File: config.mk
export PLATFORM = sky130hd
export DESIGN_NAME = axi_lite_slave_regs
export DESIGN_NICKNAME = d
export VERILOG_FILES = /design/src/rtl/axi_lite_slave_regs.sv
export SDC_FILE = /design/constraint.sdc
export NUM_CORES = 1
export LEC_CHECK = 0
export BUFFER_PORTS_ARGS = -buffer_cell sky130_fd_sc_hd__buf_2
export CAP_MARGIN = 20
export CORE_MARGIN = 4
export CORE_UTILIZATION = 50
export CTS_CLUSTER_DIAMETER = 50
export DETAILED_ROUTE_END_ITERATION = 10
export GPL_TIMING_DRIVEN = 1
export PLACE_DENSITY = 0.86
export RECOVER_POWER = 50
export SLEW_MARGIN = 20
export SYNTH_ARGS = -nofsm -noshare
export SYNTH_HDL_FRONTEND = slang
export SYNTH_SLANG_ARGS = --single-unit
File: constraint.sdc
create_clock -name ACLK -period 6.9 [get_ports ACLK]
set_input_delay 1.035 -clock ACLK [delete_from_list [all_inputs] [get_ports ACLK]]
set_output_delay 1.035 -clock ACLK [all_outputs]
set_load 0.005 [all_outputs]
File: src/rtl/axi_lite_slave_regs.sv
// AXI4-Lite slave exposing NREG 32-bit read/write registers with byte-lane strobes.
// Independent write (W_COLLECT/W_RESP) and read (R_IDLE/R_DATA) state machines.
module axi_lite_slave_regs #(
    parameter int unsigned NREG = 4
) (
    input  logic              ACLK,
    input  logic              ARESET,
    input  logic              AWVALID,
    input  logic [31:0]       AWADDR,
    output logic              AWREADY,
    input  logic              WVALID,
    input  logic [31:0]       WDATA,
    input  logic [3:0]        WSTRB,
    output logic              WREADY,
    output logic              BVALID,
    output logic [1:0]        BRESP,
    input  logic              BREADY,
    input  logic              ARVALID,
    input  logic [31:0]       ARADDR,
    output logic              ARREADY,
    output logic              RVALID,
    output logic [31:0]       RDATA,
    output logic [1:0]        RRESP,
    input  logic              RREADY,
    output logic [32*NREG-1:0] regs
);

    localparam int unsigned IDXW   = $clog2(NREG);
    localparam logic [1:0]  OKAY   = 2'b00;
    localparam logic [1:0]  SLVERR = 2'b10;

    typedef enum logic {W_COLLECT, W_RESP} wstate_t;
    typedef enum logic {R_IDLE, R_DATA}    rstate_t;

    wstate_t wstate, wstate_nxt;
    rstate_t rstate, rstate_nxt;

    logic            rst_done;
    logic            aw_full, w_full;
    logic [31:2]     aw_addr_q;
    logic [31:0]     wdata_q;
    logic [3:0]      wstrb_q;
    logic            commit;
    logic            aw_hs, w_hs, ar_hs;
    logic [IDXW-1:0] wr_idx, rd_idx;
    logic            wr_in_range, rd_in_range;
    logic [31:0]     regs_q [NREG];

    logic            unused_addr_bits;
    assign unused_addr_bits = ^{AWADDR[1:0], ARADDR[1:0]};

    assign wr_idx      = aw_addr_q[IDXW+1:2];
    assign wr_in_range = (aw_addr_q[31:IDXW+2] == '0);
    assign rd_idx      = ARADDR[IDXW+1:2];
    assign rd_in_range = (ARADDR[31:IDXW+2] == '0);

    assign aw_hs = AWVALID && AWREADY;
    assign w_hs  = WVALID && WREADY;
    assign ar_hs = ARVALID && ARREADY;

    always_ff @(posedge ACLK or negedge ARESET) begin
        if (!ARESET) begin
            wstate <= W_COLLECT;
            rstate <= R_IDLE;
        end else begin
            wstate <= wstate_nxt;
            rstate <= rstate_nxt;
        end
    end

    // READY outputs are gated by rst_done so they stay low until the first edge after reset.
    always_comb begin
        wstate_nxt = wstate;
        AWREADY    = 1'b0;
        WREADY     = 1'b0;
        commit     = 1'b0;
        case (wstate)
            W_COLLECT: begin
                AWREADY = rst_done && !aw_full;
                WREADY  = rst_done && !w_full;
                if (aw_full && w_full) begin
                    commit     = 1'b1;
                    wstate_nxt = W_RESP;
                end
            end
            W_RESP: begin
                if (BVALID && BREADY) wstate_nxt = W_COLLECT;
            end
            default: wstate_nxt = W_COLLECT;
        endcase
    end

    always_comb begin
        rstate_nxt = rstate;
        ARREADY    = 1'b0;
        case (rstate)
            R_IDLE: begin
                ARREADY = rst_done;
                if (ar_hs) rstate_nxt = R_DATA;
            end
            R_DATA: begin
                if (RVALID && RREADY) rstate_nxt = R_IDLE;
            end
            default: rstate_nxt = R_IDLE;
        endcase
    end

    always_ff @(posedge ACLK or negedge ARESET) begin
        if (!ARESET) begin
            rst_done  <= 1'b0;
            aw_full   <= 1'b0;
            w_full    <= 1'b0;
            aw_addr_q <= '0;
            wdata_q   <= '0;
            wstrb_q   <= '0;
            BVALID    <= 1'b0;
            BRESP     <= '0;
            for (int unsigned k = 0; k < NREG; k++) regs_q[k] <= '0;
        end else begin
            rst_done <= 1'b1;
            if (commit) begin
                aw_full <= 1'b0;
                w_full  <= 1'b0;
                BVALID  <= 1'b1;
                BRESP   <= wr_in_range ? OKAY : SLVERR;
                if (wr_in_range) begin
                    for (int unsigned b = 0; b < 4; b++)
                        if (wstrb_q[b]) regs_q[wr_idx][8*b +: 8] <= wdata_q[8*b +: 8];
                end
            end else begin
                if (aw_hs) begin
                    aw_full   <= 1'b1;
                    aw_addr_q <= AWADDR[31:2];
                end
                if (w_hs) begin
                    w_full  <= 1'b1;
                    wdata_q <= WDATA;
                    wstrb_q <= WSTRB;
                end
                if (BVALID && BREADY) BVALID <= 1'b0;
            end
        end
    end

    // Read data is sampled from regs_q before any same-edge commit lands.
    always_ff @(posedge ACLK or negedge ARESET) begin
        if (!ARESET) begin
            RVALID <= 1'b0;
            RDATA  <= '0;
            RRESP  <= '0;
        end else if (ar_hs) begin
            RVALID <= 1'b1;
            RDATA  <= rd_in_range ? regs_q[rd_idx] : '0;
            RRESP  <= rd_in_range ? OKAY : SLVERR;
        end else if (RVALID && RREADY) begin
            RVALID <= 1'b0;
        end
    end

    for (genvar k = 0; k < NREG; k++) begin : g_regs_out
        assign regs[32*k +: 32] = regs_q[k];
    end

endmodule

## Yosys cells after proc, flatten, opt, wreduce, memory -nomap -nowiden

Index checks and enable logic that the tools add are counted.

| word-level totals | value |
|---|---|
| bits in writable memories | 0 |
| ROM bits | 0 |
| latch bits | 0 |
| bits in registers | 237 |
| output and inout port bits | 169 |
| memories kept | 0 |

| cells by class | value |
|---|---|
| add/subtract/negate cells | 0 |
| reductions and logical operators | 20 |
| equality and inequality tests | 0 |
| magnitude comparators | 3 |
| shift-type cells | 0 |
| bitwise logic cells | 5 |
| multiply operators | 0 |
| mux-type cells | 46 |
| div/mod/pow operators | 0 |

Operators with widths:

| operator | count |
|---|---|
| $mux W128 | 10 |
| $bwmux W128 | 4 |
| $demux W32 S2 | 4 |
| $mux W32 | 4 |
| $bmux W32 S2 | 1 |
| $logic_not A28 Y1 | 2 |
| $mux W24 | 1 |
| $mux W1 | 16 |
| $mux W16 | 1 |
| $logic_and A1 B1 Y1 | 9 |
| $mux W8 | 1 |
| $reduce_bool A2 Y1 | 4 |
| $ge A3 B3 Y1 const B | 2 |
| $not A2 Y3 | 2 |
| $reduce_and A2 Y1 | 3 |
| $mux W2 | 2 |
| $pmux W1 S2 | 2 |
| $lt A3 B1 Y1 const B | 1 |
| $not A1 Y1 | 3 |
| $logic_not A1 Y1 | 2 |

## Logic depth before layout (Yosys ltp)

| depth | value |
|---|---|
| word-level depth | 19 |
| mapped depth | 6 |
| gate-level depth less buffers | 4 |

## Worst setup path before layout

No wires, ideal clock.

| path | value |
|---|---|
| path type | in2reg |
| from | input port ARADDR[29] |
| to | register RDATA[10] |
| setup slack | 4.409 ns |
| required time | 6.817 ns |
| arrival | 2.408 ns |
| library setup time | 0.083 ns |
| stages | 4 |
| path buffers | 1 |
| cells stage by stage | or4_1 -> or4_1 -> clkbuf_1 -> o21ai_0 |

| on the way | value |
|---|---|
| cells in the longest elaborated chain, start to end | 2 |

RTL lines:

| item | line | text |
|---|---|---|
| start: declaration | 19 | `input logic [31:0] ARADDR,` |
| $logic_not A28 Y1 | 55 | `assign rd_in_range = (ARADDR[31:IDXW+2] == '0);` |
| $mux W32 | 153 | `RDATA <= rd_in_range ? regs_q[rd_idx] : '0;` |
| end signal: assignment | 153 |  |
| end: declaration | 22 | `output logic [31:0] RDATA,` |

No other way between the ends.
A chain may end at the register's enable or synchronous reset.

## Worst setup path in the final report

| path | value |
|---|---|
| from | register wstate |
| to | register wdata_q[8] |

| on the way | value |
|---|---|
| cells in the longest elaborated chain, start to end | 3 |
| elaborated cells between the ends (all ways) | 5 |
| classes of those cells | mux: 2; bitwise: 1; reduce/logical: 2 |

RTL lines:

| item | line | text |
|---|---|---|
| start: declaration | 35 | `wstate_t wstate, wstate_nxt;` |
| start signal: assignment | 66 | `wstate <= wstate_nxt;` |
| $mux W1 | 77 | `case (wstate)` |
| $logic_and A1 B1 Y1 / $not A1 Y1 (equally long branches) | n/a |  |
| $reduce_and A2 Y1 (no line) (*) | n/a |  |
| end signal: assignment | 114 | `wdata_q <= '0;` |
| end signal: assignment | 137 | `wdata_q <= WDATA;` |
| end: declaration | 41 | `logic [31:0] wdata_q;` |

Every way passes the cells marked *; elsewhere a longest branch is shown, timed or not.

==> reports/qor.yml <==
synthesis:
  synthCells: 657
  syn_area_per_cell_um2: 15.05
  yosysSeqAreaShare: 0.5948
  async_reset_ff_frac: 1.000
  ys_warn_count: 0
  ys_types: 28
  ys_ff_latch: 235
  synth_edf_count: 0
  syn_area_mm2: 0.009887
  ys.flop_type: "dfrtp_1"
floorplanning:
  dieWidth_um: 148.6
  num_rows: 51
  core_mm2: 0.01946
  die_h_um: 148.6
  die_area_mm2: 0.02209
  num_io_pins: 276
  initial_core_util: 0.5080
drt:
  routedWlPerCell_um: 20.63
  firstDrtPassIters: 4
  drt_iter0_drc: 212
  vias_per_cell: 5.421
  drc: 0
  ant_nets: 0
  routed_wl_um: 25230
  num_vias: 6630
setup_path:
  cpMaxStageDelayCell: "clkbuf_1"
  end_kind: "register"
  cpPeakStageDelay_ns: 1.83
  path_max_fanout: 40
  worstSetupPathType: "register to register"
  worstPathRequired_ns: 7.27
  path_cells: "nand2b_1 > nor3b_1 > clkbuf_1 > mux2_2"
  crit_path_start_kind: "register"
  cp.arrival_ns: 3.66
cells_and_area:
  antennaDiodeCount: 0
  final_layout_size_suffix_gt1_frac: 0.5084
  final_area_mm2: 0.01239
  nets: 1047
  fin_cells: 1223
  syn_to_final_growth_pct: 25.35
  final_cell_mix: "dfrtp_1, buf_2, mux2_2"
  layout_commonest_cell: "dfrtp_1"
clock_network:
  cts_tree: "yes"
  numCtsBuffers: 25
  htreeDepth: 1
  insertion_delay_ns: 0.50
  clockBufferDepth: 3
  post_cts_resized: 0
  root_buffer: "clkbuf_16"
  clk_transition_reported_paths_ns: 0.06
  postCtsSetupRepairBufs: 0
  cts_sinks: 235
  hold_buffers: 0
placement:
  place_ws_ns: 3.431
  dp.final_hpwl_um: 16940
  place_inst: 1178
  gp_congestion: 0.7770
  port_buffers: 269
  placed_cell_area_mm2: 0.01156
timing:
  slew_headroom: -0.6880
  finalSetupViolations: 0
  holdWs_ns: 0.4732
  tightest_slew_ns: 2.532
  finalCriticalPeriod_ns: 3.286
  slew_violations: 110
  layout_setup_ws_ns: 3.614
  hold_viol_final: 0
  timing.fmax_mhz: 304.3
  rsz0062_at_grt: "false"
  fin_setup_tns_ns: 0
  fin_skew_ns: 0.01121
  fin_crit_sh: 0.4762
run_status:
  failed_checks: "max-capacitance violations, max-slew violations"
  status: "complete, but fails checks"
power:
  p_sw_uw: 970.9
  power_density_mw_per_mm2: 303.5
  ir_worst_vdd_v: 0.0002261
  netSwitchingFraction: 0.2581
  p_int_mw: 2.791
  leakage_nw: 6.075
  comb_power_share: 0.127
  p_seq_frac: 0.475
  pwr-share-clk: 0.398
grt:
  grt_pass1_vias: 7046
  grt_pass1_wl_um: 39100
  gr-total-overflow: 0
  grt_usage: 0.2254
  antenna_found_initial: 1
  grt_max_degree: 119
hold_path:
  hold_path.class: "register to register"
flow_run:
  maxCapViolCount: 3
## routing by layer
layer / global-route usage / vias up / share of wire
met1: 0.2736 / 3417 / 0.38
met4: 0.06005 / 2 / 0.022
met5: 0 / - / 0.00028
met3: 0.05637 / 45 / 0.076
met2: 0.4026 / 245 / 0.52
li1: - / 2921 / -
## worst max-delay path, delay by kind of cell, from the launching register on
kind / cells / cell delay (ns)
DFF: 1 / 0.39
muxes: 1 / 0.47
buffers and inverters: 1 / 1.83
and+or+nand+nor: 2 / 0.45
## metrics by stage
| step | total power, mW | utilization |
|---|---|---|
| 2_1_floorplan | 2.085 | - |
| 3_3_place_gp | 2.251 | 0.5939 |
| 3_5_place_dp | 2.285 | 0.5939 |
| 4_1_cts | 3.794 | 0.6420 |
| 5_1_grt | 3.931 | 0.6368 |
| 6_report | 3.762 | 0.6368 |
## flip-flops by register name (all words and copies together) (netlist names)
name and flops:
wstate 1, rstate 1, rst_done 1, aw_addr_q 30, wdata_q 32, BRESP 1
RDATA 32, wstrb_q 4, RVALID 1, w_full 1, RRESP 1, regs 128
BVALID 1, aw_full 1
## kinds of logic (layout without fill, tap and decap cells)
family | after synthesis | after routing | synth area share
DFF | 235 | 235 | 0.5948
muxes | 222 | 222 | 0.2893
and+or+nand+nor | 90 | 90 | 0.06505
buffers and inverters | 66 | 366 | 0.02746
AOI/OAI and AO/OA | 42 | 42 | 0.02265
other | 2 | 3 | 0.0007596
## worst paths after layout
path / from / end / slack [ns] / depth (start not counted)
worst min register to register: RDATA[11] / RDATA[11] / 0.47 / 2
max in group asynchronous: ARESET / regs[31] / 4.88 / 2
worst max register to register: wstate / wdata_q[8] / 3.61 / 4
worst min-delay path: RDATA[11] / RDATA[11] / 0.47 / 2
worst max-delay path: wstate / wdata_q[8] / 3.61 / 4
min in group asynchronous: ARESET / regs[43] / 0.59 / 1
## power by group through the flow
stage / Combinational [mW] / Sequential, mW / Clock (mW)
finish: 0.478 / 1.79 / 1.50
CTS: 0.488 / 1.78 / 1.52
floorplan: 0.349 / 1.74 / 0
global route: 0.526 / 1.81 / 1.59
global placement: 0.464 / 1.79 / 0
detailed placement: 0.482 / 1.80 / 0
## synth_stat cells (2+ instances only)
cell	number	area, µm²
buf_4	3	22.52
mux2_2	190	2140
mux4_2	32	720.7
inv_1	39	146.4
conb_1	2	7.510
a21o_1	3	22.52
nand2_1	43	161.4
buf_1	4	15.01
nand2b_1	4	25.02
dfrtp_1	235	5881
or4_1	2	15.01
nand4_2	2	25.02
buf_2	4	20.02
nor4_1	13	81.33
nor2_1	4	15.01
o21ai_0	37	185.2
nor4_4	9	191.4
clkbuf_1	15	56.30
nor4_2	7	87.58
## cell type report
| type | count | area (µm²) |
|---|---|---|
| timing repair buffer | 282 | 1351 |
| tap | 265 | 331.6 |
| inverter | 39 | 146.4 |
| clock inverter | 16 | 265.3 |
| clock buffer | 29 | 670.6 |
| multi-input combinational | 357 | 3747 |
| sequential | 235 | 5881 |
| fill | 1481 | 7069 |
(Power assumes the default switching activity.)
